===== src/rtl/mem_port_arbiter_if.sv =====
// Signal bundle around mem_port_arbiter: master is the arbiter's view, slave the environment's.
// err_out is present only when MEM_ARB_TIMEOUT_EN is defined.
interface mem_port_arbiter_if #(
  parameter int unsigned ADDR_W = 32,
  parameter int unsigned DATA_W = 32
);
  logic                inst_stb_in;
  logic [ADDR_W-1:0]   inst_addr_in;
  logic                inst_ack_out;
  logic [DATA_W-1:0]   inst_data_out;
  logic                inst_stall_out;
  logic                data_stb_in;
  logic                data_we_in;
  logic [DATA_W/8-1:0] data_be_in;
  logic [ADDR_W-1:0]   data_addr_in;
  logic [DATA_W-1:0]   data_wdata_in;
  logic                data_ack_out;
  logic [DATA_W-1:0]   data_rdata_out;
  logic                data_stall_out;
  logic                mem_stb_out;
  logic                mem_we_out;
  logic [DATA_W/8-1:0] mem_be_out;
  logic [ADDR_W-1:0]   mem_addr_out;
  logic [DATA_W-1:0]   mem_wdata_out;
  logic                mem_ack_in;
  logic [DATA_W-1:0]   mem_rdata_in;
  logic                grant_data_out;
`ifdef MEM_ARB_TIMEOUT_EN
  logic                err_out;
`endif

  modport master (
    input  inst_stb_in, inst_addr_in, data_stb_in, data_we_in, data_be_in, data_addr_in,
           data_wdata_in, mem_ack_in, mem_rdata_in,
    output inst_ack_out, inst_data_out, inst_stall_out, data_ack_out, data_rdata_out,
           data_stall_out, mem_stb_out, mem_we_out, mem_be_out, mem_addr_out, mem_wdata_out,
           grant_data_out
`ifdef MEM_ARB_TIMEOUT_EN
    , output err_out
`endif
  );

  modport slave (
    output inst_stb_in, inst_addr_in, data_stb_in, data_we_in, data_be_in, data_addr_in,
           data_wdata_in, mem_ack_in, mem_rdata_in,
    input  inst_ack_out, inst_data_out, inst_stall_out, data_ack_out, data_rdata_out,
           data_stall_out, mem_stb_out, mem_we_out, mem_be_out, mem_addr_out, mem_wdata_out,
           grant_data_out
`ifdef MEM_ARB_TIMEOUT_EN
    , input err_out
`endif
  );
endinterface


===== src/rtl/mem_port_arbiter.sv =====
// Shares one memory bus port between instruction fetch and load/store with alternating priority.
// Optional WAIT-state abort with err_out is enabled by defining MEM_ARB_TIMEOUT_EN.
module mem_port_arbiter #(
  parameter int unsigned ADDR_W  = 32,
  parameter int unsigned DATA_W  = 32
`ifdef MEM_ARB_TIMEOUT_EN
  , parameter int unsigned TIMEOUT = 255
`endif
) (
  input logic                clk,
  input logic                reset,
  mem_port_arbiter_if.master bus
);

  typedef enum logic [2:0] {StIdle, StIWait, StDWait, StIResp, StDResp} state_e;

  state_e state_q;
  logic   last_was_data_q;

`ifdef MEM_ARB_TIMEOUT_EN
  localparam int unsigned CntW = (TIMEOUT < 256) ? 8 : $clog2(TIMEOUT + 1);
  logic [CntW-1:0] wait_cnt_q;
`endif

  assign bus.inst_stall_out = bus.inst_stb_in & ~bus.inst_ack_out;
  assign bus.data_stall_out = bus.data_stb_in & ~bus.data_ack_out;
  assign bus.grant_data_out = last_was_data_q;

  always_ff @(posedge clk) begin
    if (reset) begin
      state_q            <= StIdle;
      last_was_data_q    <= 1'b0;
      bus.inst_ack_out   <= 1'b0;
      bus.inst_data_out  <= '0;
      bus.data_ack_out   <= 1'b0;
      bus.data_rdata_out <= '0;
      bus.mem_stb_out    <= 1'b0;
      bus.mem_we_out     <= 1'b0;
      bus.mem_be_out     <= '0;
      bus.mem_addr_out   <= '0;
      bus.mem_wdata_out  <= '0;
`ifdef MEM_ARB_TIMEOUT_EN
      bus.err_out        <= 1'b0;
      wait_cnt_q         <= '0;
`endif
    end else begin
      bus.inst_ack_out <= 1'b0;
      bus.data_ack_out <= 1'b0;
`ifdef MEM_ARB_TIMEOUT_EN
      bus.err_out      <= 1'b0;
`endif
      unique case (state_q)
        StIdle: begin
          // Data wins unless fetch is also waiting and data had the previous transfer.
          if (bus.data_stb_in && !(bus.inst_stb_in && last_was_data_q)) begin
            bus.mem_stb_out   <= 1'b1;
            bus.mem_we_out    <= bus.data_we_in;
            bus.mem_be_out    <= bus.data_be_in;
            bus.mem_addr_out  <= bus.data_addr_in;
            bus.mem_wdata_out <= bus.data_wdata_in;
            last_was_data_q   <= 1'b1;
            state_q           <= StDWait;
`ifdef MEM_ARB_TIMEOUT_EN
            wait_cnt_q        <= '0;
`endif
          end else if (bus.inst_stb_in) begin
            bus.mem_stb_out   <= 1'b1;
            bus.mem_we_out    <= 1'b0;
            bus.mem_be_out    <= '1;
            bus.mem_addr_out  <= bus.inst_addr_in;
            bus.mem_wdata_out <= '0;
            last_was_data_q   <= 1'b0;
            state_q           <= StIWait;
`ifdef MEM_ARB_TIMEOUT_EN
            wait_cnt_q        <= '0;
`endif
          end
        end
        StIWait, StDWait: begin
          if (bus.mem_ack_in) begin
            bus.mem_stb_out <= 1'b0;
            if (state_q == StIWait) begin
              bus.inst_data_out <= bus.mem_rdata_in;
              bus.inst_ack_out  <= 1'b1;
              state_q           <= StIResp;
            end else begin
              bus.data_rdata_out <= bus.mem_rdata_in;
              bus.data_ack_out   <= 1'b1;
              state_q            <= StDResp;
            end
`ifdef MEM_ARB_TIMEOUT_EN
          end else if (wait_cnt_q == CntW'(TIMEOUT - 1)) begin
            // Abort: complete the request with zero data and flag the error for one cycle.
            bus.mem_stb_out <= 1'b0;
            bus.err_out     <= 1'b1;
            if (state_q == StIWait) begin
              bus.inst_data_out <= '0;
              bus.inst_ack_out  <= 1'b1;
              state_q           <= StIResp;
            end else begin
              bus.data_rdata_out <= '0;
              bus.data_ack_out   <= 1'b1;
              state_q            <= StDResp;
            end
          end else begin
            wait_cnt_q <= wait_cnt_q + CntW'(1);
`endif
          end
        end
        StIResp, StDResp: state_q <= StIdle;
        default:          state_q <= StIdle;
      endcase
    end
  end

endmodule


===== src/flat_wrapper.sv =====
// flat-port wrapper written by rule: the top's interface ports become plain ports
module mem_port_arbiter_flat 
#(
  parameter int unsigned ADDR_W  = 32,
  parameter int unsigned DATA_W  = 32

)
  (clk, reset, bus_inst_stb_in, bus_inst_addr_in, bus_data_stb_in, bus_data_we_in, bus_data_be_in, bus_data_addr_in, bus_data_wdata_in, bus_mem_ack_in, bus_mem_rdata_in, bus_inst_ack_out, bus_inst_data_out, bus_inst_stall_out, bus_data_ack_out, bus_data_rdata_out, bus_data_stall_out, bus_mem_stb_out, bus_mem_we_out, bus_mem_be_out, bus_mem_addr_out, bus_mem_wdata_out, bus_grant_data_out);
  mem_port_arbiter_if #(.ADDR_W(ADDR_W), .DATA_W(DATA_W)) bus_i ();
  input logic clk;
  input logic reset;
  input wire logic [$bits(bus_i.inst_stb_in)-1:0] bus_inst_stb_in;
  input wire logic [$bits(bus_i.inst_addr_in)-1:0] bus_inst_addr_in;
  input wire logic [$bits(bus_i.data_stb_in)-1:0] bus_data_stb_in;
  input wire logic [$bits(bus_i.data_we_in)-1:0] bus_data_we_in;
  input wire logic [$bits(bus_i.data_be_in)-1:0] bus_data_be_in;
  input wire logic [$bits(bus_i.data_addr_in)-1:0] bus_data_addr_in;
  input wire logic [$bits(bus_i.data_wdata_in)-1:0] bus_data_wdata_in;
  input wire logic [$bits(bus_i.mem_ack_in)-1:0] bus_mem_ack_in;
  input wire logic [$bits(bus_i.mem_rdata_in)-1:0] bus_mem_rdata_in;
  output wire logic [$bits(bus_i.inst_ack_out)-1:0] bus_inst_ack_out;
  output wire logic [$bits(bus_i.inst_data_out)-1:0] bus_inst_data_out;
  output wire logic [$bits(bus_i.inst_stall_out)-1:0] bus_inst_stall_out;
  output wire logic [$bits(bus_i.data_ack_out)-1:0] bus_data_ack_out;
  output wire logic [$bits(bus_i.data_rdata_out)-1:0] bus_data_rdata_out;
  output wire logic [$bits(bus_i.data_stall_out)-1:0] bus_data_stall_out;
  output wire logic [$bits(bus_i.mem_stb_out)-1:0] bus_mem_stb_out;
  output wire logic [$bits(bus_i.mem_we_out)-1:0] bus_mem_we_out;
  output wire logic [$bits(bus_i.mem_be_out)-1:0] bus_mem_be_out;
  output wire logic [$bits(bus_i.mem_addr_out)-1:0] bus_mem_addr_out;
  output wire logic [$bits(bus_i.mem_wdata_out)-1:0] bus_mem_wdata_out;
  output wire logic [$bits(bus_i.grant_data_out)-1:0] bus_grant_data_out;
  assign bus_i.inst_stb_in = bus_inst_stb_in;
  assign bus_i.inst_addr_in = bus_inst_addr_in;
  assign bus_i.data_stb_in = bus_data_stb_in;
  assign bus_i.data_we_in = bus_data_we_in;
  assign bus_i.data_be_in = bus_data_be_in;
  assign bus_i.data_addr_in = bus_data_addr_in;
  assign bus_i.data_wdata_in = bus_data_wdata_in;
  assign bus_i.mem_ack_in = bus_mem_ack_in;
  assign bus_i.mem_rdata_in = bus_mem_rdata_in;
  assign bus_inst_ack_out = bus_i.inst_ack_out;
  assign bus_inst_data_out = bus_i.inst_data_out;
  assign bus_inst_stall_out = bus_i.inst_stall_out;
  assign bus_data_ack_out = bus_i.data_ack_out;
  assign bus_data_rdata_out = bus_i.data_rdata_out;
  assign bus_data_stall_out = bus_i.data_stall_out;
  assign bus_mem_stb_out = bus_i.mem_stb_out;
  assign bus_mem_we_out = bus_i.mem_we_out;
  assign bus_mem_be_out = bus_i.mem_be_out;
  assign bus_mem_addr_out = bus_i.mem_addr_out;
  assign bus_mem_wdata_out = bus_i.mem_wdata_out;
  assign bus_grant_data_out = bus_i.grant_data_out;
  mem_port_arbiter #(.ADDR_W(ADDR_W), .DATA_W(DATA_W)) u_core (.clk(clk), .reset(reset), .bus(bus_i));
endmodule

===== config.mk =====
export PLATFORM = sky130hd
export DESIGN_NAME = mem_port_arbiter_flat
export DESIGN_NICKNAME = d
export VERILOG_FILES = /design/src/rtl/mem_port_arbiter_if.sv /design/src/rtl/mem_port_arbiter.sv /design/src/flat_wrapper.sv
export SDC_FILE = /design/constraint.sdc
export NUM_CORES = 1
export LEC_CHECK = 0
export CAP_MARGIN = 20
export CORE_ASPECT_RATIO = 0.75
export CORE_MARGIN = 4
export CORE_UTILIZATION = 35
export DETAILED_ROUTE_END_ITERATION = 8
export HOLD_SLACK_MARGIN = 0.1
export PLACE_DENSITY = 0.81
export SETUP_SLACK_MARGIN = 0.5
export SLEW_MARGIN = 30
export SYNTH_ARGS = -nofsm -noshare
export SYNTH_HDL_FRONTEND = slang
export SYNTH_SLANG_ARGS = --single-unit

===== constraint.sdc =====
create_clock -name clk -period 1.5 [get_ports clk]
set_clock_uncertainty 0.05 [all_clocks]
set_input_delay 0.15 -clock clk [delete_from_list [all_inputs] [get_ports clk]]
set_output_delay 0.15 -clock clk [all_outputs]
set_load 0.005 [all_outputs]

==> flow_results.xml, run 1 <==
<?xml version="1.0" encoding="UTF-8"?>
<metrics>
  <group name="timing">
    <metric name="final_max_slew_viol_count" unit="">0</metric>
    <metric name="rsz0062_at_grt" unit="">yes</metric>
    <metric name="slew_headroom" unit="">0.550</metric>
    <metric name="tns" unit="ns">-0.195</metric>
    <metric name="finalSetupViolCount" unit="">29</metric>
    <metric name="setup_ws" unit="ns">-0.0153</metric>
    <metric name="final_hold_viol_count" unit="">0</metric>
    <metric name="post-route-period-util" unit="">1.01</metric>
    <metric name="max_freq" unit="MHz">660</metric>
    <metric name="tightest_slew" unit="ns">0.675</metric>
    <metric name="period_minus_slack" unit="ns">1.52</metric>
  </group>
  <group name="synth">
    <metric name="synth_top_cell_area_share" unit="">0.548</metric>
    <metric name="synth_compound_gate_area_share" unit="">0.199</metric>
    <metric name="synth_warnings" unit="">0</metric>
    <metric name="yosys-top-cells-area" unit="">sky130_fd_sc_hd__dfxtp_1, sky130_fd_sc_hd__nand2_1, sky130_fd_sc_hd__a21oi_1</metric>
    <metric name="synth_top_cells_by_count" unit="">sky130_fd_sc_hd__nand2_1, sky130_fd_sc_hd__dfxtp_1, sky130_fd_sc_hd__a21oi_1, sky130_fd_sc_hd__inv_1, sky130_fd_sc_hd__a22o_1</metric>
    <metric name="synth_adder_area_share" unit="">0</metric>
    <metric name="post_synth_and_or_nand_nor_area_fraction" unit="">0.151</metric>
    <metric name="yosys-mux-area-fraction" unit="">0</metric>
    <metric name="synthDominantAreaCellType" unit="">sky130_fd_sc_hd__dfxtp_1</metric>
    <metric name="synth_area" unit="sq um">5110</metric>
    <metric name="synth_edf_count" unit="">0</metric>
    <metric name="post-synth-top-count-cell" unit="">sky130_fd_sc_hd__nand2_1</metric>
    <metric name="postSynth.topFlopCell" unit="">sky130_fd_sc_hd__dfxtp_1</metric>
    <metric name="mapped_nets" unit="">716</metric>
    <metric name="ys_ff_latch" unit="">140</metric>
    <metric name="async_reset_ff_frac" unit="">0</metric>
    <metric name="synth_xor_area_frac" unit="">0.00171</metric>
    <metric name="synth_seq_area_share" unit="">0.548</metric>
    <metric name="syn_area_per_cell" unit="sq um">8.84</metric>
    <metric name="post_synth_inst_count" unit="">578</metric>
    <metric name="synth_top_family_by_area" unit="">compound AO/OA/AOI/OAI gates</metric>
    <metric name="synthDistinctLibCells" unit="">29</metric>
  </group>
  <group name="grt">
    <metric name="grt_antenna_before_repair" unit="">2</metric>
    <metric name="global_route.usage.total" unit="">0.196</metric>
    <metric name="grt_start_max_net_pins" unit="">42</metric>
    <metric name="grt_pass1_vias" unit="">5075</metric>
    <metric name="grt_overflow" unit="">0</metric>
    <metric name="grt_pass1_wl" unit="mm">26.4</metric>
  </group>
  <group name="clocking">
    <metric name="clock_latency" unit="ns">0.40</metric>
    <metric name="clkSlewWorstSetupHoldPaths" unit="ns">0.06</metric>
    <metric name="clock_tree.root_cell" unit="">sky130_fd_sc_hd__clkbuf_16</metric>
    <metric name="cts_made_buffers" unit="">17</metric>
    <metric name="htreeDepth" unit="">4</metric>
    <metric name="max-clock-path-buffers" unit="">2</metric>
    <metric name="clk_sinks" unit="">140</metric>
    <metric name="cts_tree" unit="">done</metric>
  </group>
  <group name="layout">
    <metric name="finalNetCount" unit="">1032</metric>
    <metric name="stdcell_area" unit="sq um">9920</metric>
    <metric name="utilization" unit="">0.707</metric>
    <metric name="syn2layout_area_growth" unit="%">94.1</metric>
    <metric name="post_route_cells_drive_above_1_share" unit="">0.538</metric>
  </group>
  <group name="run">
    <metric name="drv.max_cap_violation_count" unit="">0</metric>
  </group>
  <group name="placement">
    <metric name="place_hpwl" unit="mm">12.1</metric>
    <metric name="port-buffer-count" unit="">276</metric>
    <metric name="post_dp_cell_area" unit="sq um">8140</metric>
    <metric name="gp_routability_congestion" unit="">0.759</metric>
  </group>
  <group name="routing">
    <metric name="drt-met1-wl" unit="mm">8.48</metric>
    <metric name="drt_first_iter_violations" unit="">506</metric>
    <metric name="dr_wl_met3" unit="mm">1.83</metric>
    <metric name="vias_per_cell" unit="">5.07</metric>
    <metric name="final_routed_wirelength" unit="mm">20.7</metric>
    <metric name="num_vias" unit="">5596</metric>
    <metric name="detail_route.wl_per_cell" unit="um">18.7</metric>
    <metric name="detail-route-antenna-nets" unit="">0</metric>
    <metric name="drcViolationCount" unit="">0</metric>
    <metric name="route.met2.wl" unit="mm">9.86</metric>
    <metric name="number_of_search_and_repair_iterations_in_the_first_detailed_routing_pass" unit="">8</metric>
    <metric name="dr.max_layer_used" unit="">met4</metric>
  </group>
  <group name="setup_path">
    <metric name="critPathKind" unit="">flip-flop to flip-flop</metric>
    <metric name="crit_arrival" unit="ns">1.76</metric>
    <metric name="cp_data_required_time" unit="ns">1.74</metric>
    <metric name="critical_path_peak_fanout" unit="">24</metric>
    <metric name="critPathLaunchType" unit="">flip-flop</metric>
    <metric name="critical_path.endpoint_type" unit="">flip-flop</metric>
  </group>
  <group name="floorplanning">
    <metric name="die_width" unit="um">148</metric>
    <metric name="floorplan.io_pins" unit="">277</metric>
    <metric name="floorplan.initialDensity" unit="">0.364</metric>
    <metric name="fp-row-count" unit="">37</metric>
    <metric name="die_height" unit="um">113</metric>
    <metric name="dieArea" unit="sq um">16600</metric>
    <metric name="core_area" unit="sq um">14000</metric>
  </group>
  <group name="worst_hold_path">
    <metric name="min_path_type" unit="">primary input to flip-flop</metric>
  </group>
  <group name="run_status">
    <metric name="run_status" unit="">finished, violations left</metric>
    <metric name="failing_checks" unit="">setup timing</metric>
  </group>
  <group name="power_and_ir_drop">
    <metric name="p_per_cell_area" unit="nW/um^2">1120</metric>
    <metric name="power.leakage" unit="uW">0.00439</metric>
    <metric name="power.ir.vdd_worst" unit="mV">0.698</metric>
  </group>
</metrics>
## report_power, final
group	switching [uW]	total [uW]	internal (uW)
clock network	1710	4030	2320
registers	246	4400	4160
logic	1100	2690	1590
## critical path, cell delays in order (launching register included)
cell                      delay (ns)
sky130_fd_sc_hd__dfxtp_4        0.35
sky130_fd_sc_hd__nor3_4         0.28
sky130_fd_sc_hd__buf_4          0.17
sky130_fd_sc_hd__buf_6          0.10
sky130_fd_sc_hd__a21oi_4        0.08
sky130_fd_sc_hd__buf_12         0.18
sky130_fd_sc_hd__a22o_1         0.18
## metal layers
metal | track usage | vias to the layer above
met5 | 0 | -
met4 | 0.0602 | 0
met3 | 0.0730 | 38
met2 | 0.326 | 266
met1 | 0.238 | 2691
li1 | - | 2601
## registers in the layout, summed over array words and instances, names as in the netlist
signal,cells
u_core.bus.data_ack_out,1
u_core.bus.grant_data_out,1
u_core.bus.mem_stb_out,1
u_core.bus.data_rdata_out,32
u_core.bus.inst_ack_out,1
u_core.bus.mem_wdata_out,32
u_core.state_q,3
u_core.bus.mem_be_out,4
u_core.bus.mem_we_out,1
u_core.bus.inst_data_out,32
u_core.bus.mem_addr_out,32
## cell usage in the layout (no fill, tap or decap), types with 4 or more instances in the layout
master / netlist / routed
sky130_fd_sc_hd__inv_1: 65 / 65
sky130_fd_sc_hd__a22o_1: 33 / 33
sky130_fd_sc_hd__nand2_4: 0 / 31
sky130_fd_sc_hd__nand2_2: 0 / 6
sky130_fd_sc_hd__buf_4: 2 / 36
sky130_fd_sc_hd__a222oi_1: 32 / 32
sky130_fd_sc_hd__a21oi_1: 68 / 14
sky130_fd_sc_hd__inv_6: 0 / 6
sky130_fd_sc_hd__buf_12: 0 / 9
sky130_fd_sc_hd__buf_2: 21 / 44
sky130_fd_sc_hd__clkbuf_16: 0 / 25
sky130_fd_sc_hd__a21oi_2: 0 / 53
sky130_fd_sc_hd__nand2_1: 161 / 124
sky130_fd_sc_hd__dfxtp_2: 0 / 136
sky130_fd_sc_hd__buf_6: 7 / 106
sky130_fd_sc_hd__clkdlybuf4s50_1: 0 / 134
sky130_fd_sc_hd__o221a_4: 0 / 4
## what timing repair did
item,CTS,global route
pin swaps,3,87
hold buffers,1,0
cloned,1,12
endpoints found under the setup margin,279,279
endpoints found under the hold margin,2,0
buffers inserted,14,17
gates resized for setup,762,193
## path summary, 6_finish.rpt
| check | end | slack [ns] | start | depth (start not counted) |
|---|---|---|---|---|
| hold reg to reg | u_core.bus.inst_data_out[7] | 0.40 | u_core.bus.inst_data_out[7] | 2 |
| setup reg to reg | u_core.bus.mem_wdata_out[0] | -0.02 | u_core.state_q[2] | 6 |
| hold / removal | u_core.bus.mem_addr_out[11] | 0.23 | bus_inst_addr_in[11] | 3 |
| setup / recovery | u_core.bus.mem_wdata_out[0] | -0.02 | u_core.state_q[2] | 6 |
## layout make-up
cell class | count | area (sq um)
well taps | 195 | 244
repair buffers | 345 | 3500
clock inverters | 14 | 134
fillers | 979 | 4110
inverters | 65 | 244
clock buffers | 18 | 429
multi-input cells | 325 | 2390
diodes | 2 | 5.00
flip-flops and latches | 140 | 2980
## kinds of logic after synthesis
logic type	after synthesis
AND/OR/NAND/NOR	184
AO/OA/AOI/OAI	140
flip-flops	140
buffers and inverters	113
XOR/XNOR	1
## metrics by stage
step / setup WS (ns) / instances / total power, uW / hold WS, ns
after floorplan: 0.124 / 578 / 5170 / 0.236
after CTS: 0.0789 / 1073 / 10500 / 0.220
after global placement: -0.177 / 1025 / 6440 / 0.371
after global routing: -0.0907 / 1104 / 11600 / 0.235
final: -0.0153 / 1104 / 11100 / 0.234
after detailed placement: -0.257 / 1025 / 6470 / 0.381
(Power assumes the default switching activity.)
==> run 2, diff against run 1 <==
CORE_MARGIN = 2   (was 4)
==> flow_results.xml, run 2 (synthesis results as in run 1) <==
<?xml version="1.0" encoding="UTF-8"?>
<metrics>
  <group name="routing">
    <metric name="final_routed_wirelength" unit="mm">19.0</metric>
    <metric name="route.met2.wl" unit="mm">9.01</metric>
    <metric name="drt-met1-wl" unit="mm">7.99</metric>
    <metric name="num_vias" unit="">5426</metric>
    <metric name="drt_first_iter_violations" unit="">504</metric>
    <metric name="detail-route-antenna-nets" unit="">0</metric>
    <metric name="detail_route.wl_per_cell" unit="um">17.3</metric>
    <metric name="dr.max_layer_used" unit="">met4</metric>
    <metric name="drcViolationCount" unit="">0</metric>
    <metric name="dr_wl_met3" unit="mm">1.62</metric>
    <metric name="vias_per_cell" unit="">4.94</metric>
    <metric name="number_of_search_and_repair_iterations_in_the_first_detailed_routing_pass" unit="">8</metric>
  </group>
  <group name="layout">
    <metric name="syn2layout_area_growth" unit="%">87.5</metric>
    <metric name="layout.cells.most_common" unit="">sky130_fd_sc_hd__nand2_1</metric>
    <metric name="mostFrequentLayoutCells" unit="">sky130_fd_sc_hd__nand2_1, sky130_fd_sc_hd__dfxtp_2, sky130_fd_sc_hd__clkdlybuf4s50_1</metric>
    <metric name="stdcell_area" unit="sq um">9590</metric>
    <metric name="post_route_cells_drive_above_1_share" unit="">0.492</metric>
    <metric name="finalNetCount" unit="">1023</metric>
  </group>
  <group name="worst_hold_path">
    <metric name="min_path_type" unit="">primary input to flip-flop</metric>
    <metric name="holdPathStages" unit="">4</metric>
  </group>
  <group name="run">
    <metric name="drv.max_cap_violation_count" unit="">0</metric>
  </group>
  <group name="setup_path">
    <metric name="cp_data_required_time" unit="ns">1.77</metric>
    <metric name="critPathLaunchType" unit="">flip-flop</metric>
    <metric name="ff2ff_path_depth" unit="">5</metric>
    <metric name="critPathKind" unit="">flip-flop to flip-flop</metric>
    <metric name="critical_path_peak_fanout" unit="">8</metric>
    <metric name="crit_arrival" unit="ns">1.74</metric>
    <metric name="critical_path.endpoint_type" unit="">flip-flop</metric>
  </group>
  <group name="power_and_ir_drop">
    <metric name="p_per_cell_area" unit="nW/um^2">1200</metric>
    <metric name="post-layout-total-power" unit="uW">11500</metric>
    <metric name="power.leakage" unit="uW">0.00411</metric>
    <metric name="power.ir.vdd_worst" unit="mV">0.692</metric>
  </group>
  <group name="grt">
    <metric name="grt_pass1_vias" unit="">5135</metric>
    <metric name="grt_overflow" unit="">0</metric>
    <metric name="grt_start_max_net_pins" unit="">69</metric>
    <metric name="grt_pass1_wl" unit="mm">25.2</metric>
    <metric name="grt_antenna_before_repair" unit="">1</metric>
    <metric name="global_route.usage.total" unit="">0.206</metric>
  </group>
  <group name="placement">
    <metric name="place_hpwl" unit="mm">11.5</metric>
    <metric name="port-buffer-count" unit="">276</metric>
    <metric name="post_dp_cell_area" unit="sq um">8160</metric>
    <metric name="gp_routability_congestion" unit="">0.773</metric>
  </group>
  <group name="floorplanning">
    <metric name="dieArea" unit="sq um">15600</metric>
    <metric name="floorplan.initialDensity" unit="">0.356</metric>
    <metric name="floorplan.io_pins" unit="">277</metric>
    <metric name="die_height" unit="um">109</metric>
    <metric name="die_width" unit="um">144</metric>
    <metric name="core_area" unit="sq um">14400</metric>
    <metric name="fp-row-count" unit="">38</metric>
  </group>
  <group name="timing">
    <metric name="slew_headroom" unit="">0.373</metric>
    <metric name="final_hold_viol_count" unit="">0</metric>
    <metric name="finalSetupViolCount" unit="">0</metric>
    <metric name="post-route-period-util" unit="">0.986</metric>
    <metric name="final_max_slew_viol_count" unit="">0</metric>
    <metric name="period_minus_slack" unit="ns">1.48</metric>
    <metric name="max_freq" unit="MHz">676</metric>
    <metric name="rsz0062_at_grt" unit="">yes</metric>
    <metric name="tightest_slew" unit="ns">0.940</metric>
  </group>
  <group name="clocking">
    <metric name="clk_sinks" unit="">140</metric>
    <metric name="htreeDepth" unit="">4</metric>
    <metric name="clock_tree.root_cell" unit="">sky130_fd_sc_hd__clkbuf_16</metric>
    <metric name="cts_made_buffers" unit="">17</metric>
    <metric name="clkSlewWorstSetupHoldPaths" unit="ns">0.06</metric>
    <metric name="cts_tree" unit="">done</metric>
    <metric name="clock_latency" unit="ns">0.40</metric>
    <metric name="max-clock-path-buffers" unit="">2</metric>
  </group>
  <group name="run_status">
    <metric name="run_status" unit="">finished, final reports clean</metric>
  </group>
</metrics>
## run 2: changes by cell type in the layout (fill, tap and decap cells not counted), sizes merged
cell           before  now
buf               198  192
bufinv              1    5
inv                72   68
clkinv              5    2
clkbuf             27   25
clkdlybuf4s15       0    1
clkinvlp            1    2
diode               2    1
dlygate4sd2         2    1
## run 2: metrics by stage
step	utilization	instances	hold WS [ns]	setup slack, ns	TNS (ns)
2_1_floorplan	-	578	0.236	0.124	0
3_3_place_gp	0.569	1031	0.351	-0.154	-9.31
3_5_place_dp	0.569	1031	0.349	-0.206	-10.91
4_1_cts	0.615	1081	0.190	0.0809	0
5_1_grt	0.668	1098	0.228	-0.0172	-0.102
6_report	0.668	1098	0.206	0.0207	0
## run 2: final timing paths
kind                                  from                            end  slack (ns)
min reg2reg  u_core.bus.data_rdata_out[25]  u_core.bus.data_rdata_out[25]        0.40
max reg2reg              u_core.state_q[2]   u_core.bus.inst_data_out[26]        0.02
min                                  reset     u_core.bus.mem_addr_out[7]        0.21
max                      u_core.state_q[2]   u_core.bus.inst_data_out[26]        0.02
## run 2: cell type report
type | count | area (sq um)
clock inverters | 12 | 209
diodes | 1 | 2.50
well taps | 200 | 250
inverters | 65 | 244
clock buffers | 19 | 453
flip-flops and latches | 140 | 2980
fillers | 1121 | 4770
multi-input cells | 325 | 2080
repair buffers | 336 | 3360
## run 2: power by group
group          total (uW)  internal [uW]  switching (uW)
Clock                4670           3050            1620
Combinational        2390           1430             955
Sequential           4400           4160             245
## run 2: worst max-delay path, stage by stage (launching register included)
cell and delay (ns):
sky130_fd_sc_hd__dfxtp_2 0.33, sky130_fd_sc_hd__buf_4 0.17, sky130_fd_sc_hd__and4bb_4 0.43, sky130_fd_sc_hd__buf_12 0.17
sky130_fd_sc_hd__nand2_2 0.09, sky130_fd_sc_hd__a21oi_2 0.16
## run 2: layer usage
metal	up-vias	global-route usage
met4	0	0.0819
met2	245	0.338
met1	2586	0.252
met3	28	0.0641
met5	-	0
li1	2567	-
## run 2: timing repair
action	in CTS	in global routing
hold endpoints to repair	2	0
pin swaps	0	23
resized for setup	751	122
setup endpoints to repair	279	279
hold buffers	1	0
gates cloned	0	10
setup buffers	18	6
==> run 3, diff against run 2 <==
CORE_UTILIZATION = 30   (was 35)
PLACE_DENSITY = 0.72   (was 0.81)
==> flow_results.xml, run 3 (synthesis results as in run 1) <==
<?xml version="1.0" encoding="UTF-8"?>
<metrics>
  <group name="run_status">
    <metric name="run_status" unit="">finished, final reports clean</metric>
  </group>
  <group name="floorplanning">
    <metric name="fp-row-count" unit="">41</metric>
    <metric name="floorplan.initialDensity" unit="">0.305</metric>
    <metric name="die_height" unit="um">117</metric>
    <metric name="floorplan.io_pins" unit="">277</metric>
    <metric name="die_width" unit="um">155</metric>
    <metric name="core_area" unit="sq um">16800</metric>
    <metric name="dieArea" unit="sq um">18100</metric>
  </group>
  <group name="setup_path">
    <metric name="path_delay_family" unit="">simple AND/OR/NAND/NOR gates</metric>
    <metric name="timing.critical_path.cells" unit="">buf_6 -&gt; and4bb_4 -&gt; buf_12 -&gt; clkbuf_16 -&gt; nand2_4 -&gt; a21oi_2</metric>
    <metric name="cpMaxStageDelayCell" unit="">sky130_fd_sc_hd__and4bb_4</metric>
    <metric name="worstPathBufferInverterCount" unit="">3</metric>
    <metric name="critPathKind" unit="">flip-flop to flip-flop</metric>
    <metric name="critPathLaunchType" unit="">flip-flop</metric>
    <metric name="critical_path.endpoint_type" unit="">flip-flop</metric>
    <metric name="max_incr_delay_on_cp" unit="ns">0.40</metric>
    <metric name="cp_data_required_time" unit="ns">1.79</metric>
    <metric name="critical_path_peak_fanout" unit="">7</metric>
    <metric name="crit_arrival" unit="ns">1.76</metric>
  </group>
  <group name="timing">
    <metric name="hold_slack" unit="ns">0.130</metric>
    <metric name="max_freq" unit="MHz">679</metric>
    <metric name="period_minus_slack" unit="ns">1.47</metric>
    <metric name="post-route-period-util" unit="">0.982</metric>
    <metric name="final_hold_viol_count" unit="">0</metric>
    <metric name="tightest_slew" unit="ns">0.543</metric>
    <metric name="rsz0062_at_grt" unit="">yes</metric>
    <metric name="final_max_slew_viol_count" unit="">0</metric>
    <metric name="finalSetupViolCount" unit="">0</metric>
    <metric name="slew_headroom" unit="">0.638</metric>
  </group>
  <group name="clocking">
    <metric name="htreeDepth" unit="">4</metric>
    <metric name="cts_made_buffers" unit="">17</metric>
    <metric name="max-clock-path-buffers" unit="">2</metric>
    <metric name="clkSlewWorstSetupHoldPaths" unit="ns">0.06</metric>
    <metric name="clock_tree.root_cell" unit="">sky130_fd_sc_hd__clkbuf_16</metric>
    <metric name="cts_tree" unit="">done</metric>
    <metric name="clock_latency" unit="ns">0.40</metric>
    <metric name="clk_sinks" unit="">140</metric>
    <metric name="count_of_hold_fix_buffers_inserted_at_cts" unit="">0</metric>
  </group>
  <group name="power_and_ir_drop">
    <metric name="post-layout-total-power" unit="uW">10800</metric>
    <metric name="power.leakage" unit="uW">0.00423</metric>
    <metric name="p_per_cell_area" unit="nW/um^2">1120</metric>
    <metric name="power.ir.vdd_worst" unit="mV">0.607</metric>
  </group>
  <group name="routing">
    <metric name="detail-route-antenna-nets" unit="">0</metric>
    <metric name="drcViolationCount" unit="">0</metric>
    <metric name="final_routed_wirelength" unit="mm">18.8</metric>
    <metric name="number_of_search_and_repair_iterations_in_the_first_detailed_routing_pass" unit="">9</metric>
    <metric name="detail_route.wl_per_cell" unit="um">16.9</metric>
    <metric name="num_vias" unit="">5350</metric>
    <metric name="drt_first_iter_violations" unit="">373</metric>
    <metric name="vias_per_cell" unit="">4.82</metric>
  </group>
  <group name="layout">
    <metric name="antenna_cells_inserted" unit="">0</metric>
    <metric name="utilization" unit="">0.576</metric>
    <metric name="layout.cells.most_common" unit="">sky130_fd_sc_hd__dfxtp_2</metric>
    <metric name="finalNonFillerCells" unit="">1111</metric>
    <metric name="syn2layout_area_growth" unit="%">89.1</metric>
    <metric name="post_route_cells_drive_above_1_share" unit="">0.515</metric>
    <metric name="mostFrequentLayoutCells" unit="">sky130_fd_sc_hd__dfxtp_2, sky130_fd_sc_hd__clkdlybuf4s50_1, sky130_fd_sc_hd__nand2_1</metric>
    <metric name="finalNetCount" unit="">1021</metric>
  </group>
  <group name="grt">
    <metric name="grt_overflow" unit="">0</metric>
    <metric name="grt_antenna_before_repair" unit="">0</metric>
    <metric name="grt_pass1_wl" unit="mm">25.6</metric>
    <metric name="grt_start_max_net_pins" unit="">37</metric>
    <metric name="global_route.usage.total" unit="">0.182</metric>
    <metric name="grt_pass1_vias" unit="">4843</metric>
  </group>
  <group name="worst_hold_path">
    <metric name="min_path_type" unit="">primary input to flip-flop</metric>
  </group>
  <group name="placement">
    <metric name="gp_routability_congestion" unit="">0.738</metric>
    <metric name="place_hpwl" unit="mm">12.0</metric>
    <metric name="port-buffer-count" unit="">276</metric>
    <metric name="placedCellCount" unit="">1052</metric>
  </group>
  <group name="run">
    <metric name="drv.max_cap_violation_count" unit="">0</metric>
  </group>
</metrics>
run 3: path summary, 6_finish.rpt:
kind | startpoint | endpoint | slack (ns) | depth (start not counted)
setup / recovery | u_core.state_q[1] | u_core.bus.inst_data_out[28] | 0.03 | 6
hold / removal | reset | u_core.state_q[1] | 0.13 | 4
setup reg to reg | u_core.state_q[1] | u_core.bus.inst_data_out[28] | 0.03 | 6
hold reg to reg | u_core.bus.inst_data_out[8] | u_core.bus.inst_data_out[8] | 0.40 | 2
run 3: layout make-up:
| cell class | count | area, sq um |
|---|---|---|
| clock buffers | 21 | 460 |
| flip-flops and latches | 140 | 2980 |
| multi-input cells | 325 | 2260 |
| fillers | 1434 | 7110 |
| clock inverters | 11 | 108 |
| repair buffers | 334 | 3350 |
| well taps | 215 | 269 |
| inverters | 65 | 244 |
run 3: report_power, final:
part | internal, uW | switching (uW) | leakage (uW)
combinational | 1430 | 968 | 0.00275
clock | 2390 | 1650 | 0.000275
sequential | 4160 | 244 | 0.00120
run 3: what timing repair did:
action / 4_1_cts / 5_1_grt
resized for setup: 694 / 201
setup buffers: 9 / 11
cloned: 1 / 6
endpoints found under the setup margin: 278 / 279
pin swaps: 2 / 29
run 3: tightest hold or removal path: stages:
cell and delay, ns:
sky130_fd_sc_hd__buf_2 0.11, sky130_fd_sc_hd__buf_4 0.14, sky130_fd_sc_hd__a2111oi_2 0.05, sky130_fd_sc_hd__o31a_1 0.09
run 3: layer usage:
metal | wire [um] | track usage | part of all wire
met2 | 8730 | 0.299 | 0.47
met4 | 238 | 0.0525 | 0.013
met1 | 8190 | 0.223 | 0.44
met5 | 0 | 0 | 0
met3 | 1600 | 0.0755 | 0.085
run 3: through the flow:
| step | worst slack (ns) | instance area, sq um | setup TNS, ns |
|---|---|---|---|
| 2_1_floorplan | 0.124 | 5230 | 0 |
| 3_3_place_gp | -0.121 | 8250 | -8.55 |
| 3_5_place_dp | -0.185 | 8250 | -11.44 |
| 4_1_cts | 0.0778 | 8880 | 0 |
| 5_1_grt | -0.0415 | 9670 | -0.268 |
| 6_report | 0.0270 | 9670 | 0 |
